$ cat config.mk
export PLATFORM = sky130hd
export DESIGN_NAME = cpu_axi_bridge
export DESIGN_NICKNAME = d
export VERILOG_FILES = /design/src/rtl/cpu_axi_pkg.sv /design/src/rtl/cpu_axi_arb.sv /design/src/rtl/cpu_axi_bridge.sv
export SDC_FILE = /design/constraint.sdc
export NUM_CORES = 1
export LEC_CHECK = 0
export ABC_AREA = 1
export CAP_MARGIN = 10
export CORE_AREA = 2 2 147 149
export DETAILED_ROUTE_END_ITERATION = 12
export DIE_AREA = 0 0 149 151
export GPL_TIMING_DRIVEN = 0
export PLACE_DENSITY = 0.58
export SLEW_MARGIN = 20
export SYNTH_ARGS = -nofsm -noshare
export SYNTH_HDL_FRONTEND = slang
export SYNTH_SLANG_ARGS = --single-unit
$ cat constraint.sdc
create_clock -name clk -period 10 [get_ports clk]
set_clock_uncertainty 0.15 [all_clocks]
set_input_delay 2 -clock clk [delete_from_list [all_inputs] [get_ports clk]]
set_output_delay 2 -clock clk [all_outputs]
set_load 0.02 [all_outputs]
$ cat src/rtl/cpu_axi_pkg.sv
// Shared types and fixed AXI field values for the CPU-to-AXI bridge.
package cpu_axi_pkg;

  typedef enum logic [2:0] {
    IDLE,
    RD_ADDR,
    RD_DATA,
    RD_RESP,
    WR_REQ,
    WR_RESP
  } state_t;

  localparam logic [1:0] BURST_INCR = 2'b01;
  localparam logic [2:0] SIZE_4B    = 3'b010;
  localparam logic [1:0] RESP_OKAY  = 2'b00;
  localparam int         ID_INST    = 0;
  localparam int         ID_DATA    = 1;

endpackage

$ cat src/rtl/cpu_axi_arb.sv
// Two-way arbiter between the fetch port and the data port.
// Build option: define DATA_PRIO_EN for fixed priority (data port always
// wins ties); leave it undefined for round-robin driven by a last-grant bit.
// grant is one-hot: bit 0 = fetch, bit 1 = data; all-zero when nobody asks.
module cpu_axi_arb (
  input  logic       clk,
  input  logic       rst,
  input  logic       req_inst,
  input  logic       req_data,
  input  logic       advance,
  output logic [1:0] grant
);

`ifdef DATA_PRIO_EN

  // fixed priority: data first, fetch only when data is quiet
  always_comb begin
    grant = 2'b00;
    if (req_data)      grant = 2'b10;
    else if (req_inst) grant = 2'b01;
  end

  logic unused_arb;
  assign unused_arb = &{1'b0, clk, rst, advance};

`else

  // 1 = data port was granted last; reset value hands the first tie to fetch
  logic last_grant;

  // remember which port took the most recent grant
  always_ff @(posedge clk) begin
    if (rst)          last_grant <= 1'b1;
    else if (advance) last_grant <= grant[1];
  end

  // round-robin: on a tie the port not granted last wins
  always_comb begin
    grant = 2'b00;
    if (req_inst && req_data) grant = last_grant ? 2'b01 : 2'b10;
    else if (req_inst)        grant = 2'b01;
    else if (req_data)        grant = 2'b10;
  end

`endif

endmodule

$ cat src/rtl/cpu_axi_bridge.sv
// Bridges the CPU fetch and load/store ports onto one AXI4 master port.
// One single-beat transaction in flight at a time; every AXI channel may
// stall arbitrarily. Arbitration policy is selected in cpu_axi_arb by the
// DATA_PRIO_EN build macro.
module cpu_axi_bridge
  import cpu_axi_pkg::*;
#(
  parameter int DATA_WIDTH = 32,
  parameter int ADDR_WIDTH = 32,
  parameter int ID_WIDTH   = 4
) (
  input  logic                    clk,
  input  logic                    rst,
  // fetch port
  input  logic                    inst_req_valid,
  output logic                    inst_req_ready,
  input  logic [ADDR_WIDTH-1:0]   pc,
  output logic                    inst_valid,
  input  logic                    inst_ready,
  output logic [DATA_WIDTH-1:0]   instruction,
  // data port
  input  logic                    mem_read,
  input  logic                    mem_write,
  output logic                    mem_req_ready,
  input  logic [ADDR_WIDTH-1:0]   address,
  input  logic [DATA_WIDTH-1:0]   write_data,
  input  logic [DATA_WIDTH/8-1:0] write_strb,
  output logic                    read_data_valid,
  input  logic                    read_data_ready,
  output logic [DATA_WIDTH-1:0]   read_data,
  // AXI read address
  output logic [ID_WIDTH-1:0]     axi_arid,
  output logic [ADDR_WIDTH-1:0]   axi_araddr,
  output logic [7:0]              axi_arlen,
  output logic [2:0]              axi_arsize,
  output logic [1:0]              axi_arburst,
  output logic                    axi_arlock,
  output logic [3:0]              axi_arcache,
  output logic [2:0]              axi_arprot,
  output logic                    axi_arvalid,
  input  logic                    axi_arready,
  // AXI read data
  input  logic [ID_WIDTH-1:0]     axi_rid,
  input  logic [DATA_WIDTH-1:0]   axi_rdata,
  input  logic [1:0]              axi_rresp,
  input  logic                    axi_rlast,
  input  logic                    axi_rvalid,
  output logic                    axi_rready,
  // AXI write address
  output logic [ID_WIDTH-1:0]     axi_awid,
  output logic [ADDR_WIDTH-1:0]   axi_awaddr,
  output logic [7:0]              axi_awlen,
  output logic [2:0]              axi_awsize,
  output logic [1:0]              axi_awburst,
  output logic                    axi_awlock,
  output logic [3:0]              axi_awcache,
  output logic [2:0]              axi_awprot,
  output logic                    axi_awvalid,
  input  logic                    axi_awready,
  // AXI write data
  output logic [DATA_WIDTH-1:0]   axi_wdata,
  output logic [DATA_WIDTH/8-1:0] axi_wstrb,
  output logic                    axi_wlast,
  output logic                    axi_wvalid,
  input  logic                    axi_wready,
  // AXI write response
  input  logic [ID_WIDTH-1:0]     axi_bid,
  input  logic [1:0]              axi_bresp,
  input  logic                    axi_bvalid,
  output logic                    axi_bready
);

  localparam int STRB_W = DATA_WIDTH / 8;

  state_t                state, state_nx;
  logic                  is_data_q, is_write_q;
  logic                  aw_done, w_done;
  logic [ADDR_WIDTH-1:0] addr_q;
  logic [DATA_WIDTH-1:0] wdata_q;
  logic [STRB_W-1:0]     wstrb_q;
  logic [DATA_WIDTH-1:0] rdata_q;
  logic [1:0]            grant;
  logic                  req_data, arb_en, take;
  logic [ID_WIDTH-1:0]   id_issued;

  assign req_data = mem_read | mem_write;
  assign arb_en   = (state == IDLE) && !rst;
  assign take     = arb_en && (inst_req_valid || req_data);

  cpu_axi_arb u_arb (
    .clk      (clk),
    .rst      (rst),
    .req_inst (inst_req_valid),
    .req_data (req_data),
    .advance  (take),
    .grant    (grant)
  );

  // all AXI payloads come straight from registers latched at grant time
  assign id_issued   = is_data_q ? ID_WIDTH'(ID_DATA) : ID_WIDTH'(ID_INST);
  assign axi_arid    = id_issued;
  assign axi_araddr  = addr_q;
  assign axi_arlen   = 8'd0;
  assign axi_arsize  = SIZE_4B;
  assign axi_arburst = BURST_INCR;
  assign axi_arlock  = 1'b0;
  assign axi_arcache = 4'd0;
  assign axi_arprot  = 3'd0;
  assign axi_awid    = ID_WIDTH'(ID_DATA);
  assign axi_awaddr  = addr_q;
  assign axi_awlen   = 8'd0;
  assign axi_awsize  = SIZE_4B;
  assign axi_awburst = BURST_INCR;
  assign axi_awlock  = 1'b0;
  assign axi_awcache = 4'd0;
  assign axi_awprot  = 3'd0;
  assign axi_wdata   = wdata_q;
  assign axi_wstrb   = wstrb_q;
  assign axi_wlast   = 1'b1;
  assign instruction = rdata_q;
  assign read_data   = rdata_q;

  // response status and last flags carry nothing this bridge acts on
  logic unused_resp;
  assign unused_resp = &{1'b0, axi_rresp == RESP_OKAY, axi_rlast, axi_bresp, axi_bid, is_write_q};

  // next state plus every handshake output, decoded from the current state
  always_comb begin
    state_nx        = state;
    inst_req_ready  = 1'b0;
    mem_req_ready   = 1'b0;
    inst_valid      = 1'b0;
    read_data_valid = 1'b0;
    axi_arvalid     = 1'b0;
    axi_rready      = 1'b0;
    axi_awvalid     = 1'b0;
    axi_wvalid      = 1'b0;
    axi_bready      = 1'b0;
    unique case (state)
      IDLE: begin
        inst_req_ready = arb_en & grant[0];
        mem_req_ready  = arb_en & grant[1];
        if (inst_req_ready)     state_nx = RD_ADDR;
        else if (mem_req_ready) state_nx = mem_write ? WR_REQ : RD_ADDR;
      end
      RD_ADDR: begin
        axi_arvalid = 1'b1;
        if (axi_arready) state_nx = RD_DATA;
      end
      RD_DATA: begin
        axi_rready = 1'b1;
        if (axi_rvalid) state_nx = RD_RESP;
      end
      RD_RESP: begin
        inst_valid      = !is_data_q;
        read_data_valid = is_data_q;
        if (is_data_q ? read_data_ready : inst_ready) state_nx = IDLE;
      end
      WR_REQ: begin
        axi_awvalid = !aw_done;
        axi_wvalid  = !w_done;
        // a channel already done counts as complete; otherwise its ready completes it now
        if ((aw_done || axi_awready) && (w_done || axi_wready)) state_nx = WR_RESP;
      end
      WR_RESP: begin
        axi_bready = 1'b1;
        if (axi_bvalid) state_nx = IDLE;
      end
      default: state_nx = IDLE;
    endcase
  end

  // state register and per-channel write completion flags
  always_ff @(posedge clk) begin
    if (rst) begin
      state   <= IDLE;
      aw_done <= 1'b0;
      w_done  <= 1'b0;
    end else begin
      state <= state_nx;
      if (state == WR_REQ && state_nx == WR_REQ) begin
        if (axi_awvalid && axi_awready) aw_done <= 1'b1;
        if (axi_wvalid && axi_wready)   w_done  <= 1'b1;
      end else begin
        aw_done <= 1'b0;
        w_done  <= 1'b0;
      end
    end
  end

  // transaction kind, captured on grant
  always_ff @(posedge clk) begin
    if (rst) begin
      is_data_q  <= 1'b0;
      is_write_q <= 1'b0;
    end else if (take) begin
      is_data_q  <= grant[1];
      is_write_q <= grant[1] & mem_write;
    end
  end

  // request payload, captured on grant
  always_ff @(posedge clk) begin
    if (take) begin
      addr_q  <= grant[1] ? address : pc;
      wdata_q <= write_data;
      wstrb_q <= write_strb;
    end
  end

  // response register: loaded on the R handshake, frozen while the CPU stalls
  always_ff @(posedge clk) begin
    if (rst)                             rdata_q <= '0;
    else if (state == RD_DATA && axi_rvalid) rdata_q <= axi_rdata;
  end

  // simulation-only sanity checks on illegal CPU requests and stray read IDs
  always_ff @(posedge clk) begin
    if (!rst) begin
      assert (!(mem_read && mem_write))
        else $error("cpu_axi_bridge: mem_read and mem_write asserted together, write served");
      if (state == RD_DATA && axi_rvalid)
        assert (axi_rid == id_issued)
          else $error("cpu_axi_bridge: rid does not match the issued ID");
    end
  end

endmodule

==> flow_summary.ini <==
[run_status]
outcome = finished, final reports clean

[logic_synthesis]
synth_top_cell_by_area = edfxtp_1
avgSynthCellArea_um2 = 9.777
synth_top_area_frac = 0.4169
yosysSeqAreaShare = 0.5762
netlist_area_um2 = 4898
netlist_instances = 501
yosysWarnings = 0
synth_ff_type = edfxtp_1
ys_async_sr_fraction = 0
synth-seq-cells = 107
yosysUniqueCellTypes = 22
synth_edf_count = 68
yosys-top-cells-area = edfxtp_1, buf_4, dfxtp_1, nand2_1, a21oi_1

[pwr]
combPwrFrac = 0.304
p_leak_nw = 3.694
intPower_mw = 0.9093
p_sw_mw = 0.4046
sw_frac_of_total = 0.3080
p_per_area_nw_per_um2 = 146.1
peakVddDrop_uv = 73.92
p_clk_frac = 0.284
seq_power_share = 0.411

[die]
die-area_um2 = 22500
initial_utilization = 0.2352
io_pins = 381
die_h_um = 151
fp.coreArea_um2 = 20820
core.rowCount = 53
fp.dieW_um = 149

[detailed_routing]
vias = 4359
postRouteAntennaNets = 0
drc = 0
drt-pass1-iter-count = 4
via_per_inst = 3.755
wl_per_cell_um = 14.32
wl_um = 16630
drtIter0Drc = 131

[sta]
rsz0062_at_grt = false
slew_viol_final = 0
clock.fmax_ghz = 0.1695
fin_crit_sh = 0.5901
setup-violations-final = 0
tightest_slew_ps = 599.3
slew-limit-headroom = 0.5995
min_period_ps = 5901
setup_slack_ps = 4099
hold_viol_final = 0
tns_ps = 0

[setup_path]
timing.rr.start = state[2]$_SDFF_PP0_
startpoint = mem_write
arrival_ps = 3750
crit_chain = clkdlybuf4s50_1 -> inv_1 -> nand2_1 -> nand2_1 -> nor2_2 -> clkdlybuf4s50_1
crit_slowest_cell = clkdlybuf4s50_1
crit_end = mem_req_ready
reg2reg_slack_ps = 8010
r2r-end = axi_wdata[24]$_DFFE_PP_
cp.required_ps = 7850
max_stage_delay_ps = 690
startpoint_type = input port
ff2ff_path_depth = 5
critPathMaxFanout = 7
critPathKind = input port to primary output
end_kind = primary output

[global_routing]
grt_pass1_wl_um = 23540
grt_overflow = 0
grt_max_degree = 24
met1_usage = 0.1489
antenna_found_initial = 2
grt_use_met3 = 0.04669
grt_pass1_vias = 4183
gr-usage-met2 = 0.2551
grt_usage = 0.1398
grt_busiest_layer = met2

[hold_path]
hold_class = flip-flop to flip-flop

[clocking]
cts_buffers = 9
htreeDepth = 3
postCtsSetupBuffers = 0
clk_pin_slew_ps = 80
ctsResizeCount = 0
clk_path_buf_depth = 2
hold_buffers = 0
numClockSinks = 107
cts-root-buf = clkbuf_16
cts_tree = yes
worstSkewPairLatency_ps = 350

[run]
maxCapViolations = 0

[final_layout]
final_common_cell = clkdlybuf4s50_1
final_cell_mix = clkdlybuf4s50_1, nand2_1, buf_4
nets = 1036
post_route_cells_drive_above_1_share = 0.1765
area_growth_pct = 83.58
utilization = 0.4319

[placed_design]
gp_congestion = 0.7548
place_hpwl_um = 13470
io_buffers = 316
pre_cts_slack_ps = 4060
[cell families (layout without fill, tap and decap cells)]
group,Yosys count,in the layout,synth area share
AOI/OAI and AO/OA,40,40,0.04215
and+or+nand+nor,203,203,0.1716
other,2,52,0.001533
buffers and inverters,149,484,0.2084
DFF,107,107,0.5762
[power groups by stage]
stage / registers, mW / clock network [mW] / logic, mW
after global placement: 0.557 / 0 / 0.388
after detailed placement: 0.551 / 0 / 0.403
after CTS: 0.541 / 0.391 / 0.404
after global routing: 0.545 / 0.404 / 0.428
final: 0.540 / 0.374 / 0.400
after floorplan: 0.598 / 0 / 0.151
[metrics by stage]
| step | total power, mW | hold WS, ps | area, µm² | instances |
|---|---|---|---|---|
| 2_1_floorplan | 0.7491 | 324.9 | 5079 | 549 |
| 3_3_place_gp | 0.9443 | 316.7 | 8586 | 1140 |
| 3_5_place_dp | 0.9540 | 317.8 | 8676 | 1143 |
| 4_1_cts | 1.336 | 334.5 | 8987 | 1159 |
| 5_1_grt | 1.377 | 356.3 | 8992 | 1161 |
| 6_report | 1.314 | 332.2 | 8992 | 1161 |
[routing by layer]
layer	part of all wire	vias to the layer above
met2	0.52	225
met4	0.014	0
met1	0.37	1882
met3	0.096	15
met5	0	-
li1	-	2237
[cell usage after synthesis (2+ instances only)]
library cell,n
a21oi_1,37
buf_2,4
buf_4,121
clkbuf_1,10
conb_1,2
dfxtp_1,39
edfxtp_1,68
inv_1,10
inv_2,3
nand2_1,140
nand3_1,35
nand4_1,2
nor2_1,19
nor2_2,3
[flip-flops by register name, indices dropped and copies added (netlist names)]
register and flops:
axi_araddr 32, axi_wdata 32, instruction 32, axi_wstrb 4
state 3, aw_done 1, is_data_q 1, u_arb.last_grant 1
w_done 1
[worst min-delay path by stage]
| stage | from | to | cells after the start |
|---|---|---|---|
| 2_1_floorplan | aw_done$_SDFFE_PP0P_ | aw_done$_SDFFE_PP0P_ | 2 |
| 3_3_place_gp | instruction[25]$_SDFFE_PP0P_ | instruction[25]$_SDFFE_PP0P_ | 2 |
| 3_5_place_dp | instruction[30]$_SDFFE_PP0P_ | instruction[30]$_SDFFE_PP0P_ | 2 |
| 4_1_cts | instruction[30]$_SDFFE_PP0P_ | instruction[30]$_SDFFE_PP0P_ | 2 |
| 5_1_grt | instruction[24]$_SDFFE_PP0P_ | instruction[24]$_SDFFE_PP0P_ | 2 |
| 6_report | instruction[30]$_SDFFE_PP0P_ | instruction[30]$_SDFFE_PP0P_ | 2 |
[final cells by class]
class                   instances  area [µm²]
clock inverters                 7       86.33
multi-input cells             293        1242
repair buffers                319        3246
diodes                          2       5.005
clock buffers                   9       225.2
flip-flops and latches        107        2823
plain buffers                 135       965.9
inverters                      14       55.05
well taps                     275       344.1
fillers                      2082       11830
[worst max-delay path, delay by kind of cell]
kind | cells | cell delay (ps)
simple gates | 3 | 520
buf+inv | 3 | 1230
Power figures use the tool's default switching activity.
